**src/rtl/mem_arbiter_if.sv**
```systemverilog
// mem_arbiter_if: requester and RAM-side signals of the
// single-port memory arbiter, grouped for port passing.
interface mem_arbiter_if;
  logic        iREN;
  logic [31:0] iaddr;
  logic        iwait;
  logic [31:0] iload;
  logic        dREN;
  logic        dWEN;
  logic [31:0] daddr;
  logic [31:0] dstore;
  logic        dwait;
  logic [31:0] dload;
  logic        ramREN;
  logic        ramWEN;
  logic [31:0] ramaddr;
  logic [31:0] ramstore;
  logic [31:0] ramload;
  logic [1:0]  ramstate;
  logic        fault;

  modport slave (
    input  iREN, iaddr, dREN, dWEN, daddr, dstore,
    input  ramload, ramstate,
    output iwait, iload, dwait, dload,
    output ramREN, ramWEN, ramaddr, ramstore, fault
  );

  modport master (
    output iREN, iaddr, dREN, dWEN, daddr, dstore,
    output ramload, ramstate,
    input  iwait, iload, dwait, dload,
    input  ramREN, ramWEN, ramaddr, ramstore, fault
  );
endinterface

```
**src/rtl/mem_arbiter.sv**
```systemverilog
// mem_arbiter: serializes instruction fetch and data access
// onto one RAM port, data first, with starvation guard and watchdog.
module mem_arbiter #(
  parameter int unsigned STARVE_MAX = 4,
  parameter int unsigned TIMEOUT    = 255
) (
  input  logic          CLK,
  input  logic          RST,
  mem_arbiter_if.slave  bus
);

  typedef enum logic [1:0] {
    IDLE, IGNT, DGNT, HALT
  } state_t;

  localparam logic [1:0] RS_ACCESS = 2'd2;
  localparam logic [1:0] RS_ERROR  = 2'd3;
  localparam logic [3:0] SMAX = 4'(STARVE_MAX);
  localparam logic [7:0] TLIM = 8'(TIMEOUT - 1);

  state_t     r_state;
  logic [3:0] r_starve;
  logic [7:0] r_tmo;
  logic       r_fault;

  logic w_dreq;
  logic w_acc;
  logic w_err;
  logic w_ig;
  logic w_dg;
  logic w_iact;
  logic w_dact;
  logic w_starved;
  logic w_hang;

  assign w_dreq    = bus.dREN | bus.dWEN;
  assign w_acc     = bus.ramstate == RS_ACCESS;
  assign w_err     = bus.ramstate == RS_ERROR;
  assign w_ig      = r_state == IGNT;
  assign w_dg      = r_state == DGNT;
  assign w_iact    = w_ig & bus.iREN;
  assign w_dact    = w_dg & w_dreq;
  assign w_starved = bus.iREN & (r_starve == SMAX);
  assign w_hang    = w_err | (r_tmo == TLIM);

  // Grant FSM with starvation counter, watchdog and sticky fault
  always_ff @(posedge CLK) begin
    if (RST) begin
      r_state  <= IDLE;
      r_starve <= '0;
      r_tmo    <= '0;
      r_fault  <= 1'b0;
    end else begin
      unique case (r_state)
        IDLE: begin
          if (w_dreq && !w_starved) begin
            r_state <= DGNT;
            r_tmo   <= '0;
          end else if (bus.iREN) begin
            r_state <= IGNT;
            r_tmo   <= '0;
          end
        end
        IGNT: begin
          if (!bus.iREN) begin
            r_state <= IDLE;
          end else if (w_acc) begin
            r_state  <= IDLE;
            r_starve <= '0;
          end else if (w_hang) begin
            r_state <= HALT;
            r_fault <= 1'b1;
          end else begin
            r_tmo <= r_tmo + 8'd1;
          end
        end
        DGNT: begin
          if (!w_dreq) begin
            r_state <= IDLE;
          end else if (w_acc) begin
            r_state <= IDLE;
            if (!bus.iREN)
              r_starve <= '0;
            else if (r_starve != SMAX)
              r_starve <= r_starve + 4'd1;
          end else if (w_hang) begin
            r_state <= HALT;
            r_fault <= 1'b1;
          end else begin
            r_tmo <= r_tmo + 8'd1;
          end
        end
        HALT: r_state <= HALT;
        default: r_state <= IDLE;
      endcase
    end
  end

  // RAM strobes, mux and wait/load returns from state and request
  always_comb begin
    bus.ramREN   = 1'b0;
    bus.ramWEN   = 1'b0;
    bus.ramaddr  = '0;
    bus.ramstore = '0;
    bus.iload    = '0;
    bus.dload    = '0;
    bus.iwait    = bus.iREN & ~(w_ig & w_acc);
    bus.dwait    = w_dreq & ~(w_dg & w_acc);
    bus.fault    = r_fault;
    if (w_iact) begin
      bus.ramREN  = 1'b1;
      bus.ramaddr = bus.iaddr;
      if (w_acc)
        bus.iload = bus.ramload;
    end
    if (w_dact) begin
      bus.ramaddr = bus.daddr;
      if (bus.dWEN) begin
        bus.ramWEN   = 1'b1;
        bus.ramstore = bus.dstore;
      end else begin
        bus.ramREN = 1'b1;
        if (w_acc)
          bus.dload = bus.ramload;
      end
    end
  end

endmodule

```
**src/flat_wrapper.sv**
```systemverilog
// flat-port wrapper written by rule: the top's interface ports become plain ports
module mem_arbiter_flat 
#(
  parameter int unsigned STARVE_MAX = 4,
  parameter int unsigned TIMEOUT    = 255
)
  (CLK, RST, bus_iREN, bus_iaddr, bus_dREN, bus_dWEN, bus_daddr, bus_dstore, bus_ramload, bus_ramstate, bus_iwait, bus_iload, bus_dwait, bus_dload, bus_ramREN, bus_ramWEN, bus_ramaddr, bus_ramstore, bus_fault);
  mem_arbiter_if bus_i ();
  input  logic CLK;
  input  logic RST;
  input wire logic [$bits(bus_i.iREN)-1:0] bus_iREN;
  input wire logic [$bits(bus_i.iaddr)-1:0] bus_iaddr;
  input wire logic [$bits(bus_i.dREN)-1:0] bus_dREN;
  input wire logic [$bits(bus_i.dWEN)-1:0] bus_dWEN;
  input wire logic [$bits(bus_i.daddr)-1:0] bus_daddr;
  input wire logic [$bits(bus_i.dstore)-1:0] bus_dstore;
  input wire logic [$bits(bus_i.ramload)-1:0] bus_ramload;
  input wire logic [$bits(bus_i.ramstate)-1:0] bus_ramstate;
  output wire logic [$bits(bus_i.iwait)-1:0] bus_iwait;
  output wire logic [$bits(bus_i.iload)-1:0] bus_iload;
  output wire logic [$bits(bus_i.dwait)-1:0] bus_dwait;
  output wire logic [$bits(bus_i.dload)-1:0] bus_dload;
  output wire logic [$bits(bus_i.ramREN)-1:0] bus_ramREN;
  output wire logic [$bits(bus_i.ramWEN)-1:0] bus_ramWEN;
  output wire logic [$bits(bus_i.ramaddr)-1:0] bus_ramaddr;
  output wire logic [$bits(bus_i.ramstore)-1:0] bus_ramstore;
  output wire logic [$bits(bus_i.fault)-1:0] bus_fault;
  assign bus_i.iREN = bus_iREN;
  assign bus_i.iaddr = bus_iaddr;
  assign bus_i.dREN = bus_dREN;
  assign bus_i.dWEN = bus_dWEN;
  assign bus_i.daddr = bus_daddr;
  assign bus_i.dstore = bus_dstore;
  assign bus_i.ramload = bus_ramload;
  assign bus_i.ramstate = bus_ramstate;
  assign bus_iwait = bus_i.iwait;
  assign bus_iload = bus_i.iload;
  assign bus_dwait = bus_i.dwait;
  assign bus_dload = bus_i.dload;
  assign bus_ramREN = bus_i.ramREN;
  assign bus_ramWEN = bus_i.ramWEN;
  assign bus_ramaddr = bus_i.ramaddr;
  assign bus_ramstore = bus_i.ramstore;
  assign bus_fault = bus_i.fault;
  mem_arbiter #(.STARVE_MAX(STARVE_MAX), .TIMEOUT(TIMEOUT)) u_core (.CLK(CLK), .RST(RST), .bus(bus_i));
endmodule
```
**config.mk**
```make
export PLATFORM = sky130hd
export DESIGN_NAME = mem_arbiter_flat
export DESIGN_NICKNAME = d
export VERILOG_FILES = /design/src/rtl/mem_arbiter_if.sv /design/src/rtl/mem_arbiter.sv /design/src/flat_wrapper.sv
export SDC_FILE = /design/constraint.sdc
export NUM_CORES = 1
export LEC_CHECK = 0
export BUFFER_PORTS_ARGS = -buffer_cell sky130_fd_sc_hd__buf_2
export CORE_AREA = 10 10 96 98
export DETAILED_ROUTE_END_ITERATION = 16
export DIE_AREA = 0 0 106 108
export GPL_TIMING_DRIVEN = 0
export PLACE_DENSITY = 0.79
export REMOVE_ABC_BUFFERS = 1
export SKIP_CTS_REPAIR_TIMING = 1
export SYNTH_ARGS = -nofsm -noshare
export SYNTH_HDL_FRONTEND = slang
export SYNTH_SLANG_ARGS = --single-unit
```
**constraint.sdc**
```tcl
create_clock -name CLK -period 4.15 [get_ports CLK]
set_input_delay 0.415 -clock CLK [delete_from_list [all_inputs] [get_ports CLK]]
set_output_delay 0.415 -clock CLK [all_outputs]
set_load 0.05 [all_outputs]
```
# Word level (Yosys, flattened, before mapping)
# Index checks and enable logic that the tools add are counted.
# classes
muxes	39
bitwise_logic	11
n_addsub	2
reduce_logical	8
eq_ne	14
# op_table
cell	count
$mux 32	8
$mux 8	6
$mux 4	6
$pmux 8 s3	1
$mux 2	6
$mux 1	9
$add 8x1->8 const B	1
$eq 2x2->1 const B	4
$eq 8x8->1 const B	1
$pmux 2 s4	1
$pmux 4 s2	1
$and 1x1->1	7
$ne 2x1->1 const B	3
$reduce_and 6->1	1
$add 4x1->4 const B	1
$eq 4x3->1 const B	1
$ne 4x3->1 const B	1
$reduce_and 4->1	1
$ne 3x2->1 const B	1
$ne 3x3->1 const B	1
$reduce_and 3->1	1
$reduce_bool 3->1	1
$eq 2x1->1 const B	1
$logic_not 2->1	1
7 further kinds	9
# word_totals
output_inout_bits	133
in_bits	135
wordCells	78
register_bits	15

# Logic depth before layout (Yosys ltp)
# logic_depth
depth_word	6
mapped_depth	8
depth_no_buf	6

# Least setup slack after synthesis
# No wires, ideal clock.
# synth_path
path_kind	reg2out
from	reg u_core.r_state[0]
to	out bus_dwait
slack_ns	1.603
arrival_time_ns	2.132
t_required_ns	3.735
n_path_buf	2
path_stages_with_launch	6
cell_sequence	dfxtp_1 inv_1 ha_1 clkbuf_1 clkbuf_1 a21boi_0
# synth_via
elab_chain_len	4
# synth_lines
element	line	source
start: declaration	mem_arbiter.sv:21	state_t r_state;
start signal: assignment	mem_arbiter.sv:49	r_state <= IDLE;
start signal: assignment	mem_arbiter.sv:57	r_state <= DGNT;
start signal: assignment	mem_arbiter.sv:60	r_state <= IGNT;
$eq 2x2->1	mem_arbiter.sv:40	assign w_dg = r_state == DGNT;
$and 1x1->1	mem_arbiter.sv:108	bus.dwait = w_dreq & ~(w_dg & w_acc);
$not 1->1	mem_arbiter.sv:108	
$and 1x1->1	mem_arbiter.sv:108	
end: declaration	flat_wrapper.sv:21	output wire logic [$bits(bus_i.dwait)-1:0] bus_dwait;
# No other way between the ends.

# Worst setup path after layout
# layout_path
from	reg u_core.r_state[0]
to	out bus_ramaddr[9]
# layout_via
elab_chain_len	4
elab_cells_between_ends	6
cone_classes	eq/ne: 2; mux: 2; bitwise: 2
# layout_lines
element	line	source
$eq 2x1->1	mem_arbiter.sv:39	assign w_ig = r_state == IGNT;
$and 1x1->1	mem_arbiter.sv:41	assign w_iact = w_ig & bus.iREN;
$mux 32	mem_arbiter.sv:110	if (w_iact) begin
$mux 32 (*)	mem_arbiter.sv:116	if (w_dact) begin
end: declaration	flat_wrapper.sv:25	output wire logic [$bits(bus_i.ramaddr)-1:0] bus_ramaddr;
# Every way passes the cells marked *; elsewhere a longest branch is shown, timed or not.

==> flow_summary.yaml <==
outcome:
  outcome: "complete, no violations"
worst_setup_path:
  cp_num_cells: 6
  reg2reg_depth: 6
  critPathTopFamily: "simple AND/OR/NAND/NOR gates"
  cp-end-kind: "primary output"
  crit_slowest_cell: "and2_1"
  crit_path_start: "u_core.r_state[0]"
  critPathLaunchType: "flop"
  ff2ff_setup_slack_ns: 1.59
  cp.arrival_ns: 3.12
  timing.setup.critical_path_class: "reg -> out"
  worst_path_largest_cell_delay_ns: 0.99
  crit_top_cell: "nand2_1"
  crit_fanout: 41
  worst-path-buf-inv: 2
  cp_cell_sequence: "inv_1 -> ha_1 -> and2_1 -> nand2_1 -> nand2_1 -> buf_2"
  timing.rr.start: "u_core.r_state[0]"
  cp.required_ns: 3.73
sta:
  fin_hold_ws_ns: 0.411
  finalMaxSlewViolations: 0
  rsz0062_at_grt: "no"
  fin_crit_ns: 3.53
  max_freq_mhz: 283
  fin_crit_sh_pct: 85.2
  clock_skew_ns: 0.00548
  setup_violations: 0
  slew_headroom_pct: 23.9
  final-hold-violation-count: 0
  tightest_slew_ns: 1.14
layout:
  regArea_um2: 300
  multi_input_area_mm2: 0.00170
  nets: 726
  finalCoreUtilization_pct: 48.0
  drive_gt1_share_pct: 48.4
  area_growth_pct: 65.5
  fillers: 765
logic_synthesis:
  ys_seq_area_share_pct: 13.9
  synth-main-ff-cell: "dfxtp_1"
  synthTopCellsByArea: "and3_1 (19%), dfxtp_1 (14%), nand2_1 (12%), and2_1 (10%), nand3_1 (8.4%)"
  synth_top_area_share_pct: 18.6
  syn_area_mm2: 0.00216
  synthTopCellsByCount: "nand2_1 (71), and3_1 (64), nand3_1 (36)"
  synth.distinct_cells: 41
  synth_top_cell_by_area: "and3_1"
  synthArstFlopShare_pct: 0
  syn_avg_cell_area_um2: 6.36
  ys_seq_elements: 15
  post-synth-top-count-cell: "nand2_1"
  yosys_warnings: 0
  synth_cells: 339
  synth_edf_count: 0
die:
  die_x_um: 106
  rows: 32
  pin_count: 268
  start_util_pct: 29.0
  die_height_um: 108
  core_mm2: 0.00745
  die-area_mm2: 0.0114
detailed_routing:
  dr.pass1.iters: 4
  drtAntennaViolNets: 0
  via_per_inst: 4.93
  vias: 3376
  wl_per_cell_um: 17.5
  post-route-drc-count: 0
  drtIter0Drc: 156
  wl_um: 12000
clocking:
  numCtsBuffers: 3
  htree_levels: 1
  tritoncts: "yes"
  cts_buffer_depth: 2
  clock-root-buffer: "clkbuf_8"
  cts.sinks: 15
  clk_pin_slew_ns: 0.06
  clock_latency_ns: 0.26
worst_hold_path:
  hold_path.class: "in -> reg"
  hold_path.startpoint: "RST"
  holdPathStages: 2
global_route:
  antenna_found_initial: 1
  overflow: 0
  grt_pass1_vias: 3172
  gr-usage-all-layers_pct: 17.9
  grt_max_degree: 65
  grt_pass1_wl_um: 17100
power_and_ir_drop:
  leakage_nw: 2.36
  vdd_drop_max_mv: 0.272
  power.density_mw_per_mm2: 460
placed_design:
  dp_hpwl_um: 10100
  io_buffers: 267
  place_congestion: 0.901
run:
  maxCapViolations: 0
## power breakdown
group	leakage [nW]	switching, W	internal [W]
logic	2.22	0.00102	0.000318
clock network	0.0228	0.0000553	0.0000683
registers	0.121	0.0000172	0.000162
## registers in the layout, summed over array words and instances, names as in the netlist
signal,flops
u_core.r_starve,4
u_core.r_state,2
u_core.r_tmo,8
u_core.bus.fault,1
## layout make-up
type	instances	area share, %
multi-input combinational	285	47.6
timing repair buffer	269	38.2
sequential	15	8.41
tap	102	3.57
clock buffer	4	1.26
inverter	8	0.841
antenna	2	0.140
## final timing paths
check	to
setup / recovery	bus_ramaddr[9]
hold / removal	u_core.r_tmo[1]
setup reg to reg	u_core.r_starve[1]
hold reg to reg	u_core.r_starve[3]
## kinds of logic after synthesis
kind of cell / share of synthesized area [%]
AND/OR/NAND/NOR: 60.8
multiplexers: 0.522
buffers and inverters: 7.60
adder cells (fa/ha/maj): 5.22
flip-flops: 13.9
AO/OA/AOI/OAI: 11.9
## per-stage QoR
stage	cells	total power (W)	area, um2	setup WS, ns	TNS (ns)
6_report	685	0.00164	3570	0.616	0
5_1_grt	684	0.00174	3570	0.294	0
4_1_cts	682	0.00164	3550	0.173	0
3_5_place_dp	678	0.00151	3510	0.490	0
3_3_place_gp	677	0.00148	3490	-0.696	-21.36
2_1_floorplan	308	0.00115	2020	0.489	0
## routing by layer
| layer | routed length (um) | up-vias | GRT usage, % |
|---|---|---|---|
| met5 | 0 | - | 0 |
| met4 | 148 | 0 | 4.74 |
| met3 | 1280 | 11 | 7.14 |
| met2 | 6240 | 160 | 32.3 |
| met1 | 4290 | 1522 | 19.1 |
| li1 | - | 1683 | - |
## placed cells by master (no fill, tap or decap), types with 2 or more instances in the layout
master	count
a21oi_1	10
a21boi_0	2
nand3_1	36
and2_1	35
ha_1	9
o21ai_0	5
nand4_1	4
or4b_1	5
o21ai_1	2
inv_1	8
o31ai_1	5
buf_2	267
a221oi_1	2
o21ai_2	2
and3_1	64
or4_1	3
nor2b_1	2
nand2_1	71
o311ai_0	2
dfxtp_1	15
diode_2	2
clkbuf_8	3
nor2_1	4
o41ai_1	5
No activity file was read; power rests on OpenSTA's default activity.
